--- src/rtl/cache_arbiter_pkg.sv ---
// Shared types for the L1 miss-path arbiter: FSM state encoding and grant identity.
package rv32i_types;

    typedef enum logic [2:0] {
        S_IDLE,
        S_SERVE_I,
        S_SERVE_D_RD,
        S_SERVE_D_WR,
        S_RESP_I,
        S_RESP_D
    } arb_state_t;

    typedef enum logic {
        ARB_I,
        ARB_D
    } arb_grant_t;

endpackage

--- src/rtl/cache_arbiter_arb_select.sv ---
// Combinational grant pick between I-cache and D-cache miss requests.
module arb_select
    import rv32i_types::*;
#(
    parameter int RR_EN = 1
) (
    input  logic       i_i_req,
    input  logic       i_d_req,
    input  arb_grant_t i_last_grant,
    output logic       o_valid,
    output arb_grant_t o_grant
);

    always_comb begin
        o_valid = i_i_req | i_d_req;
        o_grant = ARB_D;
        if (i_i_req && !i_d_req) begin
            o_grant = ARB_I;
        end else if (i_i_req && i_d_req && (RR_EN != 0) && (i_last_grant == ARB_D)) begin
            // Contention: alternate away from the side served last.
            o_grant = ARB_I;
        end
    end

endmodule

--- src/rtl/cache_arbiter.sv ---
// Shares one pmem line port between I-cache and D-cache misses, one transaction at a time.
// state        | meaning
// S_IDLE       | sample requests, grant and latch address/wdata
// S_SERVE_I    | pmem read for I-cache, wait pmem_resp
// S_SERVE_D_RD | pmem read for D-cache, wait pmem_resp
// S_SERVE_D_WR | pmem writeback for D-cache, wait pmem_resp
// S_RESP_I     | one-cycle i_resp, no pmem strobe
// S_RESP_D     | one-cycle d_resp, no pmem strobe
module cache_arbiter
    import rv32i_types::*;
#(
    parameter int ADDR_W = 32,
    parameter int LINE_W = 256,
    parameter int RR_EN  = 1
) (
    input  logic              clk,
    input  logic              rst_n,
    input  logic              i_read,
    input  logic [ADDR_W-1:0] i_address,
    output logic [LINE_W-1:0] i_rdata,
    output logic              i_resp,
    input  logic              d_read,
    input  logic              d_write,
    input  logic [ADDR_W-1:0] d_address,
    input  logic [LINE_W-1:0] d_wdata,
    output logic [LINE_W-1:0] d_rdata,
    output logic              d_resp,
    output logic              pmem_read,
    output logic              pmem_write,
    output logic [ADDR_W-1:0] pmem_address,
    output logic [LINE_W-1:0] pmem_wdata,
    input  logic [LINE_W-1:0] pmem_rdata,
    input  logic              pmem_resp,
    output logic              busy
);

    arb_state_t        r_state;
    arb_grant_t        r_last_grant;
    logic [ADDR_W-1:0] r_addr;
    logic [LINE_W-1:0] r_wdata;
    logic [LINE_W-1:0] r_line;
    logic              r_pmem_read;
    logic              r_pmem_write;
    logic              r_i_resp;
    logic              r_d_resp;
    logic              r_busy;

    logic              w_valid;
    arb_grant_t        w_grant;

    arb_select #(
        .RR_EN(RR_EN)
    ) u_arb_select (
        .i_i_req     (i_read),
        .i_d_req     (d_read | d_write),
        .i_last_grant(r_last_grant),
        .o_valid     (w_valid),
        .o_grant     (w_grant)
    );

    always_ff @(posedge clk or negedge rst_n) begin
        if (!rst_n) begin
            r_state      <= S_IDLE;
            r_last_grant <= ARB_I;
            r_addr       <= '0;
            r_wdata      <= '0;
            r_line       <= '0;
            r_pmem_read  <= 1'b0;
            r_pmem_write <= 1'b0;
            r_i_resp     <= 1'b0;
            r_d_resp     <= 1'b0;
            r_busy       <= 1'b0;
        end else begin
            r_i_resp <= 1'b0;
            r_d_resp <= 1'b0;
            case (r_state)
                S_IDLE: begin
                    if (w_valid) begin
                        r_last_grant <= w_grant;
                        r_busy       <= 1'b1;
                        if (w_grant == ARB_I) begin
                            r_state     <= S_SERVE_I;
                            r_addr      <= i_address;
                            r_pmem_read <= 1'b1;
                        end else if (d_write) begin
                            // Writeback wins over a concurrent D read; the read re-arbitrates later.
                            r_state      <= S_SERVE_D_WR;
                            r_addr       <= d_address;
                            r_wdata      <= d_wdata;
                            r_pmem_write <= 1'b1;
                        end else begin
                            r_state     <= S_SERVE_D_RD;
                            r_addr      <= d_address;
                            r_pmem_read <= 1'b1;
                        end
                    end
                end
                S_SERVE_I, S_SERVE_D_RD: begin
                    if (pmem_resp) begin
                        r_line      <= pmem_rdata;
                        r_pmem_read <= 1'b0;
                        if (r_state == S_SERVE_I) begin
                            r_state  <= S_RESP_I;
                            r_i_resp <= 1'b1;
                        end else begin
                            r_state  <= S_RESP_D;
                            r_d_resp <= 1'b1;
                        end
                    end
                end
                S_SERVE_D_WR: begin
                    if (pmem_resp) begin
                        r_pmem_write <= 1'b0;
                        r_state      <= S_RESP_D;
                        r_d_resp     <= 1'b1;
                    end
                end
                S_RESP_I, S_RESP_D: begin
                    r_state <= S_IDLE;
                    r_busy  <= 1'b0;
                end
                default: begin
                    r_state      <= S_IDLE;
                    r_pmem_read  <= 1'b0;
                    r_pmem_write <= 1'b0;
                    r_busy       <= 1'b0;
                end
            endcase
        end
    end

    assign pmem_read    = r_pmem_read;
    assign pmem_write   = r_pmem_write;
    assign pmem_address = r_addr;
    assign pmem_wdata   = r_wdata;
    assign i_rdata      = r_line;
    assign d_rdata      = r_line;
    assign i_resp       = r_i_resp;
    assign d_resp       = r_d_resp;
    assign busy         = r_busy;

endmodule
--- config.mk ---
export PLATFORM = sky130hd
export DESIGN_NAME = cache_arbiter
export DESIGN_NICKNAME = d
export VERILOG_FILES = /design/src/rtl/cache_arbiter_pkg.sv /design/src/rtl/cache_arbiter_arb_select.sv /design/src/rtl/cache_arbiter.sv
export SDC_FILE = /design/constraint.sdc
export NUM_CORES = 1
export LEC_CHECK = 0
export BUFFER_PORTS_ARGS = -buffer_cell sky130_fd_sc_hd__buf_2
export CAP_MARGIN = 20
export CORE_AREA = 3 3 541 543
export CTS_CLUSTER_DIAMETER = 60
export DETAILED_ROUTE_END_ITERATION = 12
export DIE_AREA = 0 0 544 546
export PLACE_DENSITY = 0.33
export SKIP_CTS_REPAIR_TIMING = 1
export SLEW_MARGIN = 20
export SYNTH_ARGS = -nofsm -noshare
export SYNTH_HDL_FRONTEND = slang
export SYNTH_SLANG_ARGS = --single-unit
export TNS_END_PERCENT = 1
--- constraint.sdc ---
create_clock -name clk -period 2.7 [get_ports clk]
set_input_delay 0.405 -clock clk [delete_from_list [all_inputs] [get_ports clk]]
set_output_delay 0.405 -clock clk [all_outputs]
set_load 0.005 [all_outputs]
; Word level (Yosys, flattened, before mapping)
; Cells that the tools add are included.
[op_classes]
bitwise = 5
n_reduce_logical = 16
n_eq_ne = 11
mux = 28
[op_table]
columns = operator, n
row1 = $mux 32, 1
row2 = $mux 1, 18
row3 = $mux 3, 3
row4 = $pmux 3 s3, 1
row5 = $ne 2x2->1 const B, 4
row6 = $reduce_and 4->1, 2
row7 = $eq 3x2->1 const B, 2
row8 = $eq 3x3->1 const B, 2
row9 = $pmux 1 s3, 2
row10 = $reduce_and 2->1, 3
row11 = $reduce_or 3->1, 2
row12 = $reduce_and 5->1, 1
row13 = $pmux 1 s2, 2
row14 = $reduce_or 4->1, 1
row15 = $eq 3x1->1 const B, 1
row16 = $logic_and 1x1->1, 3
row17 = $logic_not 3->1, 1
row18 = $ne 3x3->1 const B, 1
row19 = $not 1->1, 3
row20 = $reduce_and 3->1, 1
row21 = $mux 2, 1
row22 = $ne 2x1->1 const B, 1
row23 = $or 1x1->1, 2
row24 = $reduce_or 2->1, 1
row25 = $logic_not 1->1, 1
[word_totals]
output_inout_bits = 805
in_bits = 582
wordCells = 70
ff_bits = 553

; Longest topological paths before layout
[depth]
word_depth = 8
mapped_depth = 7

; By module
; From an unflattened synthesis, not the netlist that was laid out.
[hier_totals]
cells_unflattened = 1525
area_unflattened_um2 = 24026.8
[by_module_without_submodules]
columns = mod, n_inst, seq_area_each_um2, cells_each, area_per_inst_um2
row1 = cache_arbiter, 1, 13838.3, 1522, 24011.8
row2 = arb_select, 1, 0.0, 3, 15.0

; Worst setup path after synthesis
; Ideal clock, no wire load.
[synth_timing]
path_type = reg-to-reg
startpoint = reg r_state[1]
endpoint = reg r_wdata[198], in the netlist pmem_wdata[198]
setup_slack_ns = 0.689
n_path_buf = 3
stages_incl_launch_ff = 7
period_less_slack_ns = 2.011
arrival_ns = 1.886
required_ns = 2.575
path_cell_list = dfrtp_1 > buf_2 > or3_4 > a211oi_4 > buf_4 > buf_6 > mux2_2
[synth_via]
elab_chain_len = 2
[synth_rtl]
columns = item, line_no
row1 = start: declaration, cache_arbiter.sv:37  ; arb_state_t r_state;
row2 = start signal: assignment, cache_arbiter.sv:63  ; r_state <= S_IDLE;
row3 = start signal: assignment, cache_arbiter.sv:82  ; r_state <= S_SERVE_I;
row4 = start signal: assignment, cache_arbiter.sv:87  ; r_state <= S_SERVE_D_WR;
row5 = $logic_not 3->1, cache_arbiter.sv:76  ; case (r_state)
row6 = $reduce_and 4->1 (no source line), -
row7 = end signal: assignment, cache_arbiter.sv:89  ; r_wdata <= d_wdata;
row8 = end: declaration, cache_arbiter.sv:40  ; logic [LINE_W-1:0] r_wdata;
; Every way passes these cells.
; A chain may end at the register's enable or synchronous reset.

; Final worst setup path
[layout_timing]
startpoint = reg r_state[1]
endpoint = reg r_wdata[148], in the netlist pmem_wdata[148]
; The elaborated chain is that of the path after synthesis.

==> metrics.md <==
| Metric | Value |
|---|---|
| CP Capture Type | `register` |
| WP data arrival | `3.03 ns` |
| Top cells by area in the synthesized netlist | `dfrtp_1 (61%), mux2_2 (24%), buf_4 (8.8%), mux2i_1 (1.4%), mux2_1 (1.1%)` |
| Fillcell total | `32500` |
| Fraction of final layout cells sized beyond drive strength 1 | `61.8%` |
| GPL Wtd Cong | `0.866` |
| CP max stage cell | `dfrtp_1` |
| CTS buffer count | `93` |
| 1st-iter DRT viols | `866` |
| Data required time of the worst path | `3.31 ns` |
| Crit-path max FO | `64` |
| Clock-pin slew on the worst setup and hold paths | `0.06 ns` |
| Skew final | `0.0532 ns` |
| Drt drc | `0` |
| Synthesized area | `0.0228 sq mm` |
| Largest area contributor in the netlist | `dfrtp_1` |
| First-pass GRT wire length | `206000 um` |
| CTS sink cnt | `553` |
| Final Power | `48.9 mW` |
| Pin count of the biggest net entering global routing | `82` |
| Sequential element share of the synthesized area | `60.7%` |
| GRT overflow | `0` |
| CTS tree | `done` |
| Initial antenna violation count | `113` |
| Vias | `20200` |
| CP cell instances | `or3_4, a211oi_4, buf_12, buf_12, mux2_2` |
| DR WL/cell | `23.4 um` |
| Worst skew pair latency | `0.77 ns` |
| Setup WS pre-CTS | `0.228 ns` |
| Worst hold slack | `0.0484 ns` |
| Nets | `3892` |
| Synth cell types | `25` |
| Net Sw Power | `19.1 mW` |
| Comb pwr share | `42.3%` |
| Core area | `0.288 sq mm` |
| Hold Fails Final Rpt | `0` |
| RSZ-0062 raised after global routing | `no` |
| Clock buffer depth | `4` |
| Die Width | `544 um` |
| Routed Antenna Nets | `0` |
| Syn nets | `2104` |
| Syn avg cell area | `15.0 sq um` |
| Sequential Power Share | `33.0%` |
| I/O Buffers | `1386` |
| Crit path max-delay family | `buffers and inverters` |
| Run status | `complete, no violations` |
| Fin Setup TNS | `0 ns` |
| Pwr Density | `1170 mW/mm^2` |
| Startpoint Class | `register` |
| Worst Tran Pin Value | `0.569 ns` |
| Synth warnings | `0` |
| Final Critical Period | `2.42 ns` |
| Sw frac | `39.0%` |
| Drt first pass iters | `5` |
| F_max | `413 MHz` |
| Drt via density | `2.81` |
| Die H | `546 um` |
| Root buf cell | `clkbuf_16` |
| Top cell type's share of synthesized area | `60.7%` |
| Routed wire length | `168000 um` |
| Most used cell, CP | `buf_12` |
| Total GRT Usage | `10.7%` |
| Die area | `0.297 sq mm` |
| Slew Viols, Final | `0` |
| Worst Path Class, Setup | `register to register` |
| Yosys reg bits | `553` |
| Initial core utilization | `7.91%` |
| Max-cap violations | `0` |
| Vias in the first global route | `18300` |
| Cells after Synth | `1522` |
| Post-Layout Cell Count | `7186` |
| Min-delay worst type | `input port to register` |
| Clock Power Share | `24.7%` |
| Area grow syn2layout | `82.7%` |
| Period utilization | `89.6%` |
| Slew headroom | `61.9%` |
| Placed insts | `6425` |
| DP HPWL | `144000 um` |
| CP peak stage delay | `0.48 ns` |
| Worst vdd rail ir drop | `539 uV` |
| I/O pin cnt | `1387` |
| H-tree depth | `3` |
| Leakage | `18.6 nW` |
| Final setup viols | `0` |
| Bufs and invs on worst path | `2` |
| Final worst slack | `0.281 ns` |
| Int Pwr | `29.8 mW` |
| Rows | `197` |
worst reg2reg max path: cells and delay by family, from the launching register on:
kind / cells / cell delay, ns
flops: 1 / 0.48
mux: 1 / 0.51
compound gates: 1 / 0.25
buf+inv: 2 / 0.54
simple gates: 1 / 0.46
Yosys cell counts:
| master | count |
|---|---|
| a211oi_1 | 1 |
| a211oi_4 | 1 |
| a21boi_0 | 1 |
| a21o_1 | 1 |
| a21oi_1 | 36 |
| a31o_2 | 1 |
| and3_1 | 1 |
| buf_1 | 1 |
| buf_2 | 31 |
| buf_4 | 266 |
| buf_6 | 16 |
| clkbuf_1 | 10 |
| dfrtp_1 | 553 |
| inv_1 | 3 |
| mux2_1 | 22 |
| mux2_2 | 490 |
| mux2i_1 | 33 |
| nand2_1 | 7 |
| nor2_1 | 39 |
| nor3_1 | 1 |
| nor3b_1 | 1 |
| o21ai_0 | 4 |
| o21ai_1 | 1 |
| or3_4 | 1 |
| xnor2_1 | 1 |
path summary, 6_finish.rpt:
kind / from / end / slack, ns / cells after the start
max reg2reg: r_state[1] / pmem_wdata[148] / 0.28 / 5
max in group asynchronous: rst_n / pmem_wdata[169] / 1.53 / 3
min in group asynchronous: rst_n / d_rdata[49] / 0.23 / 2
min: pmem_rdata[249] / d_rdata[249] / 0.05 / 2
min reg2reg: pmem_wdata[0] / pmem_wdata[0] / 0.48 / 1
max: r_state[1] / pmem_wdata[148] / 0.28 / 5
cell usage in the layout (no fill, tap or decap), types with 22 or more instances in the layout:
master,instances
buf_2,1385
dlygate4sd3_1,571
dfrtp_1,553
mux2_2,490
clkbuf_16,94
buf_4,43
nor2_1,37
a21oi_1,36
mux2i_1,33
diode_2,27
mux2_1,22
kinds of logic (layout without fill, tap and decap cells):
kind of cell	after synthesis	count (layout)	share of synthesized area (%)
simple gates	50	50	0.890
buf+inv	327	2183	10.5
flops	553	553	60.7
xor+xnor	1	1	0.0384
other cells	0	27	0
mux	545	545	26.8
compound gates	46	46	1.13
power by group through the flow:
stage / combinational, mW / clock [mW] / sequential [mW]
floorplan: 9.73 / 0 / 15.5
global placement: 20.7 / 0 / 16.1
detailed placement: 20.6 / 0 / 16.3
CTS: 20.6 / 12.6 / 16.2
global route: 22.7 / 12.9 / 16.7
finish: 20.7 / 12.1 / 16.2
sequential cells by signal (all words and copies together), names as in the netlist:
name,flops
i_resp,1
r_state,3
r_last_grant,1
d_resp,1
pmem_write,1
pmem_address,32
pmem_read,1
pmem_wdata,256
busy,1
d_rdata,256
final cells by class:
| type | instances | area [sq um] | area share, % |
|---|---|---|---|
| repair buffers | 2017 | 13300 | 32.0 |
| well taps | 3781 | 4730 | 11.4 |
| inverters | 3 | 11.3 | 0.0270 |
| clock inverters | 41 | 493 | 1.18 |
| multi-input cells | 642 | 6590 | 15.8 |
| clock buffers | 122 | 2580 | 6.19 |
| flip-flops and latches | 553 | 13800 | 33.2 |
| diodes | 27 | 67.6 | 0.162 |
routing by layer:
| metal | vias to the layer above | global-route usage [%] | wire (um) | share of wire [%] |
|---|---|---|---|---|
| li1 | 8666 | - | - | - |
| met1 | 9878 | 10.9 | 60200 | 36 |
| met2 | 1260 | 17.6 | 79400 | 47 |
| met3 | 341 | 6.23 | 21100 | 13 |
| met4 | 46 | 4.64 | 6970 | 4.1 |
| met5 | - | 0 | 295 | 0.18 |
stage by stage:
step,util (%),instance area (sq um)
after CTS,12.4,35900
after global placement,11.4,32800
after floorplan,-,22800
final,14.4,41600
after detailed placement,11.4,32800
after global routing,14.4,41600
Power figures use the tool's default switching activity.
